File: src/rtl/sa_signal_word_packer.sv
// -----------------------------------------------------------------------------
// sa_signal_word_packer
//
// Collects one control-field beat per systolic-array row and packs
// N_ROWS_ARRAY beats into one signal word. Each word is written to the
// control-signal memory at base + word index. The array controller unpacks
// these words, so the bit layout below must match its decoder exactly.
//
// Packed word layout (row j, low bits first):
//   f_sel      : [j*SEL_WIDTH +: SEL_WIDTH]
//   num_cols   : [R*SEL_WIDTH + j*NUM_COL_WIDTH +: NUM_COL_WIDTH]
//   sel_mux_tr : [R*(SEL_WIDTH+NUM_COL_WIDTH) + j*SEL_MUX_TR_WIDTH +: ...]
//   en_adder   : bit R*(SEL_WIDTH+NUM_COL_WIDTH+SEL_MUX_TR_WIDTH) + j
//   where R = N_ROWS_ARRAY. All bits above the fields are zero.
//
// Ports:
//   clk_i            clock, all state on the rising edge
//   f_sel_rst        asynchronous active-high reset
//   start_i          session start pulse, honoured only in IDLE
//   base_addrs_i     first write address, captured on start
//   num_words_i      words in the session, captured on start (0 = none)
//   row_valid_i      row beat valid
//   row_ready_o      packer accepts a beat (high throughout COLLECT)
//   row_f_sel_i      filter-select field
//   row_num_cols_i   column-count field
//   row_sel_mux_tr_i transfer-mux select field
//   row_en_adder_i   adder-node enable field
//   wr_en_o          one-cycle memory write strobe
//   wr_addrs_o       write address (holds after the write)
//   wr_data_o        packed word (holds after the write)
//   busy_o           session in progress
//   done_o           one-cycle end-of-session pulse
//   err_o            sticky field-range error, cleared by the next start
// -----------------------------------------------------------------------------
module sa_signal_word_packer #(
  parameter int N_ROWS_ARRAY     = 4,
  parameter int N                = 3,
  parameter int MAX_LEN_TRANSFER = 4,
  parameter int SEL_MUX_TR_WIDTH = $clog2(MAX_LEN_TRANSFER),
  parameter int SEL_WIDTH        = $clog2(N),
  parameter int NUM_COL_WIDTH    = $clog2(N + 1),
  parameter int ROM_SIG_WIDTH    = 100,
  parameter int SIG_ADDRS_WIDTH  = 10
) (
  input  logic                        clk_i,
  input  logic                        f_sel_rst,
  input  logic                        start_i,
  input  logic [SIG_ADDRS_WIDTH-1:0]  base_addrs_i,
  input  logic [SIG_ADDRS_WIDTH-1:0]  num_words_i,
  input  logic                        row_valid_i,
  output logic                        row_ready_o,
  input  logic [SEL_WIDTH-1:0]        row_f_sel_i,
  input  logic [NUM_COL_WIDTH-1:0]    row_num_cols_i,
  input  logic [SEL_MUX_TR_WIDTH-1:0] row_sel_mux_tr_i,
  input  logic                        row_en_adder_i,
  output logic                        wr_en_o,
  output logic [SIG_ADDRS_WIDTH-1:0]  wr_addrs_o,
  output logic [ROM_SIG_WIDTH-1:0]    wr_data_o,
  output logic                        busy_o,
  output logic                        done_o,
  output logic                        err_o
);

  localparam int FIELDS_WIDTH  = N_ROWS_ARRAY * (SEL_WIDTH + NUM_COL_WIDTH + SEL_MUX_TR_WIDTH + 1);
  localparam int ROW_CNT_WIDTH = (N_ROWS_ARRAY > 1) ? $clog2(N_ROWS_ARRAY) : 1;
  localparam logic [ROW_CNT_WIDTH-1:0] LAST_ROW = ROW_CNT_WIDTH'(N_ROWS_ARRAY - 1);

  // Range limits carry one extra bit: N itself may not fit the field width.
  localparam logic [SEL_WIDTH:0]     F_SEL_LIMIT    = (SEL_WIDTH + 1)'(N);
  localparam logic [NUM_COL_WIDTH:0] NUM_COLS_LIMIT = (NUM_COL_WIDTH + 1)'(N);

  if (ROM_SIG_WIDTH < FIELDS_WIDTH) begin : g_width_check
    $error("ROM_SIG_WIDTH too small for the packed row fields");
  end

  typedef enum logic [1:0] {
    S_IDLE,
    S_COLLECT,
    S_WRITE,
    S_DONE
  } state_e;

  state_e state_q, state_d;

  logic [SIG_ADDRS_WIDTH-1:0] base_q, base_d;
  logic [SIG_ADDRS_WIDTH-1:0] num_words_q, num_words_d;
  logic [SIG_ADDRS_WIDTH-1:0] word_cnt_q, word_cnt_d;
  logic [ROW_CNT_WIDTH-1:0]   row_cnt_q, row_cnt_d;

  // Row slots, one field set per array row.
  logic [N_ROWS_ARRAY-1:0][SEL_WIDTH-1:0]        f_sel_q, f_sel_d;
  logic [N_ROWS_ARRAY-1:0][NUM_COL_WIDTH-1:0]    num_cols_q, num_cols_d;
  logic [N_ROWS_ARRAY-1:0][SEL_MUX_TR_WIDTH-1:0] sel_mux_tr_q, sel_mux_tr_d;
  logic [N_ROWS_ARRAY-1:0]                       en_adder_q, en_adder_d;

  logic                       err_q, err_d;
  logic [SIG_ADDRS_WIDTH-1:0] wr_addrs_q, wr_addrs_d;
  logic [ROM_SIG_WIDTH-1:0]   wr_data_q, wr_data_d;

  logic start_acc;
  logic beat_acc;
  logic last_beat;
  logic last_word;
  logic bad_field;

  assign start_acc = (state_q == S_IDLE) && start_i;
  assign beat_acc  = (state_q == S_COLLECT) && row_valid_i;
  assign last_beat = beat_acc && (row_cnt_q == LAST_ROW);
  assign last_word = (word_cnt_q + SIG_ADDRS_WIDTH'(1)) == num_words_q;
  assign bad_field = (row_num_cols_i == '0)
                  || ({1'b0, row_num_cols_i} > NUM_COLS_LIMIT)
                  || ({1'b0, row_f_sel_i} >= F_SEL_LIMIT);

  // ---------------------------------------------------------------------------
  // FSM: state register
  // ---------------------------------------------------------------------------
  always_ff @(posedge clk_i or posedge f_sel_rst) begin
    if (f_sel_rst) begin
      state_q <= S_IDLE;
    end else begin
      // NOTE: sequential state uses non-blocking assignments so every flop
      // samples the pre-edge values, independent of statement order.
      state_q <= state_d;
    end
  end

  // ---------------------------------------------------------------------------
  // FSM: next-state logic
  // ---------------------------------------------------------------------------
  always_comb begin
    // NOTE: default assignment first, so no path leaves state_d unassigned
    // and no latch is inferred.
    state_d = state_q;
    unique case (state_q)
      S_IDLE: begin
        if (start_i) begin
          state_d = (num_words_i == '0) ? S_DONE : S_COLLECT;
        end
      end
      S_COLLECT: begin
        if (last_beat) begin
          state_d = S_WRITE;
        end
      end
      S_WRITE: begin
        state_d = last_word ? S_DONE : S_COLLECT;
      end
      S_DONE: begin
        state_d = S_IDLE;
      end
      default: begin
        state_d = S_IDLE;
      end
    endcase
  end

  // ---------------------------------------------------------------------------
  // FSM: outputs decoded from state only (no valid-to-ready path)
  // ---------------------------------------------------------------------------
  always_comb begin
    row_ready_o = 1'b0;
    wr_en_o     = 1'b0;
    busy_o      = 1'b1;
    done_o      = 1'b0;
    unique case (state_q)
      S_IDLE:    busy_o      = 1'b0;
      S_COLLECT: row_ready_o = 1'b1;
      S_WRITE:   wr_en_o     = 1'b1;
      S_DONE:    done_o      = 1'b1;
      default:   busy_o      = 1'b0;
    endcase
  end

  // ---------------------------------------------------------------------------
  // Datapath next-state
  // ---------------------------------------------------------------------------
  always_comb begin
    base_d       = base_q;
    num_words_d  = num_words_q;
    word_cnt_d   = word_cnt_q;
    row_cnt_d    = row_cnt_q;
    f_sel_d      = f_sel_q;
    num_cols_d   = num_cols_q;
    sel_mux_tr_d = sel_mux_tr_q;
    en_adder_d   = en_adder_q;
    err_d        = err_q;
    wr_addrs_d   = wr_addrs_q;
    wr_data_d    = wr_data_q;

    if (start_acc) begin
      base_d      = base_addrs_i;
      num_words_d = num_words_i;
      word_cnt_d  = '0;
      row_cnt_d   = '0;
      err_d       = 1'b0;
    end

    if (beat_acc) begin
      // Out-of-range fields are flagged but stored exactly as received.
      f_sel_d[row_cnt_q]      = row_f_sel_i;
      num_cols_d[row_cnt_q]   = row_num_cols_i;
      sel_mux_tr_d[row_cnt_q] = row_sel_mux_tr_i;
      en_adder_d[row_cnt_q]   = row_en_adder_i;
      row_cnt_d               = last_beat ? '0 : row_cnt_q + ROW_CNT_WIDTH'(1);
      if (bad_field) begin
        err_d = 1'b1;
      end
    end

    // Load the write registers on the last beat so WRITE presents them
    // directly; the slot arrays already include this beat's fields.
    // Concatenating the packed slot arrays yields the layout documented above.
    if (last_beat) begin
      wr_addrs_d = base_q + word_cnt_q;
      wr_data_d  = ROM_SIG_WIDTH'({en_adder_d, sel_mux_tr_d, num_cols_d, f_sel_d});
    end

    if (state_q == S_WRITE) begin
      word_cnt_d = word_cnt_q + SIG_ADDRS_WIDTH'(1);
    end
  end

  // ---------------------------------------------------------------------------
  // Datapath registers
  // ---------------------------------------------------------------------------
  always_ff @(posedge clk_i or posedge f_sel_rst) begin
    if (f_sel_rst) begin
      base_q       <= '0;
      num_words_q  <= '0;
      word_cnt_q   <= '0;
      row_cnt_q    <= '0;
      // NOTE: the row slots are a few flops wide, not a RAM, so resetting
      // them is cheap and guarantees no stale fields leak into a word.
      f_sel_q      <= '0;
      num_cols_q   <= '0;
      sel_mux_tr_q <= '0;
      en_adder_q   <= '0;
      err_q        <= 1'b0;
      wr_addrs_q   <= '0;
      wr_data_q    <= '0;
    end else begin
      base_q       <= base_d;
      num_words_q  <= num_words_d;
      word_cnt_q   <= word_cnt_d;
      row_cnt_q    <= row_cnt_d;
      f_sel_q      <= f_sel_d;
      num_cols_q   <= num_cols_d;
      sel_mux_tr_q <= sel_mux_tr_d;
      en_adder_q   <= en_adder_d;
      err_q        <= err_d;
      wr_addrs_q   <= wr_addrs_d;
      wr_data_q    <= wr_data_d;
    end
  end

  assign wr_addrs_o = wr_addrs_q;
  assign wr_data_o  = wr_data_q;
  assign err_o      = err_q;

endmodule

File: config.mk
export PLATFORM = sky130hd
export DESIGN_NAME = sa_signal_word_packer
export DESIGN_NICKNAME = d
export VERILOG_FILES = /design/src/rtl/sa_signal_word_packer.sv
export SDC_FILE = /design/constraint.sdc
export NUM_CORES = 1
export LEC_CHECK = 0
export BUFFER_PORTS_ARGS = -buffer_cell sky130_fd_sc_hd__buf_2
export CORE_MARGIN = 2
export CORE_UTILIZATION = 40
export DETAILED_ROUTE_END_ITERATION = 6
export GPL_TIMING_DRIVEN = 0
export PLACE_DENSITY = 0.67
export SETUP_SLACK_MARGIN = 0.3
export SYNTH_ARGS = -nofsm -noshare
export SYNTH_HDL_FRONTEND = slang
export SYNTH_SLANG_ARGS = --single-unit
File: constraint.sdc
create_clock -name clk_i -period 2.6 [get_ports clk_i]
set_input_delay 0.26 -clock clk_i [delete_from_list [all_inputs] [get_ports clk_i]]
set_output_delay 0.26 -clock clk_i [all_outputs]
set_load 0.01 [all_outputs]
==> impl_metrics.yaml, run 1 <==
status:
  status: "complete, no violations"
placed_design:
  dp_cells: 807
  dp_hpwl_um: 7930
  portBuffers: 73
  place.gp.congestion: 0.819
setup_path:
  cpPeakStageDelay_ns: 0.41
  critPathLaunch: "word_cnt_q[0]"
  path_common_cell: "a21o_1"
  critPathRequiredTime_ns: 2.82
  crit_type: "register to register"
  r2r_slack_ns: 0.47
  worstReg2RegStart: "word_cnt_q[0]"
  start_kind: "register"
  r2r_cells: 7
  crit_path_max_fanout: 3
  critPathTopFamily: "compound AO/OA/AOI/OAI gates"
  cp-end-kind: "register"
  worst-path-buf-inv: 0
  cp.arrival_ns: 2.35
  crit_slowest_cell: "dfrtp_2"
  crit_path_cell_trace: "ha_1 -> fa_1 -> a21o_1 -> a21o_1 -> a2111oi_4 -> nor3_1 -> nand3b_1"
  r2r_end: "wr_addrs_o[8]"
yosys:
  ys_seq_elements: 94
  synth_top_area_share_pct: 47.1
  synth-seq-area-share_pct: 47.1
  synthTopCellsByCount: "112 x nand2_1, 94 x dfrtp_1, 72 x buf_4"
  synth_area_leader_cell: "dfrtp_1"
  synth_area_um2: 4990
  synth_most_common_cell: "nand2_1"
  synthFlopType: "dfrtp_1"
  synth_area_leaders: "dfrtp_1 47%, buf_4 11%, mux2_2 9.2%, nand2_1 8.4%, ha_1 3.5%"
  ys_types: 53
  async_flop_share_pct: 100
  synth.avg_cell_area_um2: 10.1
  synth_edf_count: 0
  ys.warnings.count: 0
  postSynthCellCount: 493
clock_tree:
  numCtsBuffers: 9
  cts_sinks: 94
  cts_tree: "built"
  cts_root_buf: "clkbuf_16"
  clock_path_buffers: 2
  clk_latency_ns: 0.34
  clk_pin_slew_ns: 0.07
  htreeDepth: 3
drt:
  ant_nets: 0
  via_per_inst: 4.52
  routed-wl-met3_um: 497
  dr.max_layer_used: "met4"
  dr_wl_met2_um: 5170
  drtPass1Iterations: 5
  drt-initial-drc-count: 150
  route.vias.total: 3729
  drc_errors: 0
  routed_wl_um: 10600
  wl_per_cell_um: 12.8
  wl_met1_um: 4790
global_routing:
  overflow: 0
  grt_usage_pct: 16.1
  grt_pass1_wl_um: 16700
  grt_start_max_net_pins: 45
  grt_pass1_vias: 3379
  grt_antenna_before_repair: 0
power:
  p_per_area_nw_per_um2: 956
  power_leakage_uw: 0.00325
  worst_ir_drop_vdd_mv: 0.387
finish:
  final_cells: 825
  nNetsFinal: 698
  antennaDiodeCount: 0
  syn_to_final_growth_pct: 24.8
  drive_above_1_share_pct: 35.6
  fill_cells: 1157
timing:
  worstMarginPinSlew_ns: 0.562
  skew_ns: 0.00906
  fin_crit_sh_pct: 82.0
  hold_violations: 0
  rsz0062_at_grt: "no"
  layout_min_cycle_time_ns: 2.13
  setup_viol: 0
  slew_headroom_pct: 62.3
  max_freq_ghz: 0.469
  slew_viol_final: 0
  fin_setup_tns_ns: 0
worst_hold_path:
  hold_class: "primary input to register"
  min_path_cells: 2
  hold_start: "base_addrs_i[4]"
  holdPathEnd: "base_q[4]"
floorplanning:
  initial_core_util_pct: 41.2
  die_height_um: 116
  core.rowCount: 40
  die_w_um: 116
  core-area_um2: 12100
  io_pins: 146
  dieArea_um2: 13400
run:
  cap_violations: 0
## cells by family after synthesis
family / after synthesis / synth area share, %
XOR/XNOR: 15 / 2.63
adder cells (fa/ha/maj): 15 / 3.91
AO/OA/AOI/OAI: 61 / 8.22
buffers and inverters: 95 / 13.3
other: 1 / 0.0751
AND/OR/NAND/NOR: 171 / 15.6
multiplexers: 41 / 9.24
flip-flops: 94 / 47.1
## worst max path at each step
stage / endpoint / slack [ns] / cells after the start
6_report: wr_addrs_o[8] / 0.47 / 7
5_1_grt: wr_addrs_o[8] / 0.33 / 7
4_1_cts: wr_addrs_o[8] / 0.33 / 7
3_5_place_dp: wr_addrs_o[8] / 0.15 / 7
3_3_place_gp: wr_addrs_o[8] / 0.15 / 7
2_1_floorplan: wr_addrs_o[8] / 0.38 / 7
## final cells by class
cell class	count	area, um2	share of cell area (%)
Multi-Input combinational cell	375	2260	36.3
Buffer	90	644	10.3
Clock inverter	6	75.1	1.20
Tap cell	168	210	3.37
Clock buffer	10	239	3.83
Sequential cell	94	2350	37.8
Timing Repair Buffer	77	423	6.79
Inverter	5	22.5	0.361
## routing by layer
metal / global-route usage [%] / vias to the layer above
met5: 0 / -
met4: 5.56 / 0
met3: 3.14 / 6
met2: 26.9 / 105
met1: 21.2 / 1771
li1: - / 1847
## power breakdown
group / internal, uW / switching (uW) / total, uW / leakage (uW)
registers: 2100 / 336 / 2430 / 0.00117
logic: 1040 / 1100 / 2140 / 0.00193
clock network: 789 / 595 / 1380 / 0.000152
## flip-flops by register name (all words and copies together), names as in the netlist
name	cells
base_q	10
row_cnt_q	2
f_sel_q	6
num_cols_q	6
num_words_q	10
en_adder_q	3
state_q	2
word_cnt_q	10
wr_data_o	28
err_o	1
sel_mux_tr_q	6
wr_addrs_o	10
## timing repair
action,4_1_cts,5_1_grt
gates resized for setup,4,0
endpoints found under the hold margin,13,0
hold buffers,1,0
pin swaps,0,1
endpoints found under the setup margin,1,1
buffers inserted,0,1
## worst register-to-register path, cell delays in order (launching register included)
cell	delay [ns]
dfrtp_2	0.41
ha_1	0.21
fa_1	0.41
a21o_1	0.18
a21o_1	0.23
a2111oi_4	0.32
nor3_1	0.09
nand3b_1	0.16
## per-stage QoR
stage               power, uW  hold WS [ns]  setup WS [ns]  util, %  area, um2
floorplan                3910         0.365          0.377        -       5270
global placement         4500         0.453          0.154     48.2       5840
detailed placement       4600         0.246          0.149     48.6       5880
CTS                      6010         0.143          0.335     51.4       6220
global route             6370         0.149          0.328     51.5       6230
finish                   5960         0.150          0.468     51.5       6230
## layout by cell type, fill, tap and decap left out, types with 3 or more instances in the layout
cell type  count
nand4_1        3
a21oi_1       10
nor3_1         5
dfrtp_1       93
clkbuf_16      9
nand2b_1       3
buf_4         73
nor2_1        12
clkbuf_1       4
nand3b_1       3
buf_6          3
and2_1         4
xnor2_1       10
o31ai_1        7
nand2_1      112
inv_6          3
conb_1        72
ha_1          14
inv_1          3
nand3_1       12
a21o_1         5
xor2_1         5
o21a_1         3
mux2_2        41
buf_2         84
o21ai_0       18
Note: power is estimated with default switching activity, not from simulation.
==> inputs of run 2 (changes only) <==
==> constraint.sdc (replaced) <==
create_clock -name clk_i -period 1.9 [get_ports clk_i]
set_input_delay 0.19 -clock clk_i [delete_from_list [all_inputs] [get_ports clk_i]]
set_output_delay 0.19 -clock clk_i [all_outputs]
set_load 0.01 [all_outputs]
==> impl_metrics.yaml, run 2 (synthesized netlist as in run 1, its figures left out) <==
status:
  status: "finished with violations"
  violations: "setup timing"
run:
  cap_violations: 0
drt:
  wl_per_cell_um: 14.2
  ant_nets: 0
  routed_wl_um: 12200
  route.vias.total: 3960
  drt-initial-drc-count: 190
  drc_errors: 0
  drtPass1Iterations: 5
  via_per_inst: 4.61
clock_tree:
  htreeDepth: 3
  cts_root_buf: "clkbuf_16"
  clk_pin_slew_ns: 0.07
  clk_latency_ns: 0.35
  clock_path_buffers: 2
  cts_tree: "built"
  numCtsBuffers: 9
  cts_sinks: 94
power:
  power_leakage_uw: 0.00359
  worst_ir_drop_vdd_mv: 0.646
  total_power_uw: 8960
  p_per_area_nw_per_um2: 1290
placed_design:
  portBuffers: 73
  dp_hpwl_um: 8200
  place_area_um2: 5910
  place.gp.congestion: 0.802
  dp_cells: 807
timing:
  hold_violations: 0
  rsz0062_at_grt: "yes"
  slew_headroom_pct: 57.2
  hold_ws_ns: 0.0730
  setup_viol: 3
  setup_ws_ns: -0.126
  fin_crit_sh_pct: 107
  worstMarginPinSlew_ns: 0.640
  max_freq_ghz: 0.494
  slew_viol_final: 0
  skew_ns: 0.00857
  layout_min_cycle_time_ns: 2.03
finish:
  post-route-cell-area_um2: 6930
  fill_cells: 1035
  syn_to_final_growth_pct: 38.8
  layout_commonest_cell: "buf_4"
  nNetsFinal: 732
  drive_above_1_share_pct: 45.3
  largest_reg_flops: 28
  antennaDiodeCount: 0
  final_cells: 859
  layout_common_cells: "102 x buf_4, 101 x nand2_1, 87 x dfrtp_1, 73 x buf_2, 72 x conb_1"
floorplanning:
  core.rowCount: 40
  core-area_um2: 12100
  dieArea_um2: 13400
  die_w_um: 116
  io_pins: 146
  initial_core_util_pct: 41.2
  die_height_um: 116
global_routing:
  overflow: 0
  grt_start_max_net_pins: 41
  grt_usage_pct: 17.3
  grt_pass1_vias: 3599
  grt_pass1_wl_um: 18100
  grt_antenna_before_repair: 0
setup_path:
  crit_type: "register to register"
  start_kind: "register"
  cp.arrival_ns: 2.30
  r2r_slack_ns: -0.13
  crit_path_max_fanout: 2
  critPathRequiredTime_ns: 2.17
  cp-end-kind: "register"
worst_hold_path:
  hold_class: "primary input to register"
## run 2: changes by cell type in the layout (fill, tap and decap cells not counted), moves of 7 or more
cell / before / now
mux2_2: 41 / 26
mux2_4: 0 / 15
nand2_2: 0 / 7
buf_6: 3 / 17
nand2_1: 112 / 101
buf_2: 84 / 73
buf_4: 73 / 102
## run 2: where the power goes
group | internal (uW) | switching (uW) | leakage [uW] | total, uW
Combinational | 1890 | 1810 | 0.00228 | 3700
Clock | 1080 | 809 | 0.000152 | 1890
Sequential | 2880 | 501 | 0.00116 | 3380
## run 2: final cells by class
type | count | area (um2) | share of cell area (%)
inverters | 5 | 35.0 | 0.505
flip-flops and latches | 94 | 2360 | 34.1
repair buffers | 111 | 711 | 10.3
well taps | 168 | 210 | 3.03
clock buffers | 10 | 239 | 3.45
plain buffers | 90 | 719 | 10.4
multi-input cells | 375 | 2580 | 37.2
clock inverters | 6 | 75.1 | 1.08
## run 2: worst paths after layout
check,start,to,cells after the start
max,word_cnt_q[0],wr_addrs_o[4],9
min,base_addrs_i[4],base_q[4],2
max reg2reg,word_cnt_q[0],wr_addrs_o[4],9
min reg2reg,wr_data_o[18],wr_data_o[18],2
max in group asynchronous,f_sel_rst,sel_mux_tr_q[3],4
min in group asynchronous,f_sel_rst,wr_data_o[5],3
## run 2: metrics by stage
step / setup TNS [ns] / setup WS, ns / util, %
floorplan: -0.0600 / -0.0600 / -
global placement: -0.825 / -0.210 / 48.5
detailed placement: -0.491 / -0.221 / 48.8
CTS: -0.0742 / -0.0742 / 54.1
global route: -0.579 / -0.195 / 57.2
finish: -0.341 / -0.126 / 57.2
## run 2: what timing repair did
item	CTS	global route
setup endpoints to repair	88	60
endpoints found under the hold margin	24	0
gates cloned	0	1
pin swaps	5	15
hold buffers	1	0
buffers inserted	15	19
resized for setup	51	67
## run 2: metal layers
layer	vias up	global-route usage (%)	part of all wire, %	wire (um)
met3	26	3.77	5.1	619
met4	0	4.29	2.3	285
li1	1909	-	-	-
met5	-	0	0	0
met2	139	30.1	50	6070
met1	1886	22.1	43	5220
## run 2: worst max-delay path, cell delays in order, from the launching register on
cell and delay, ns:
dfrtp_2 0.43, ha_4 0.17, fa_2 0.34, a21o_1 0.18
a21o_1 0.20, buf_4 0.16, buf_4 0.13, buf_6 0.11
xnor2_2 0.11, o21ai_1 0.11
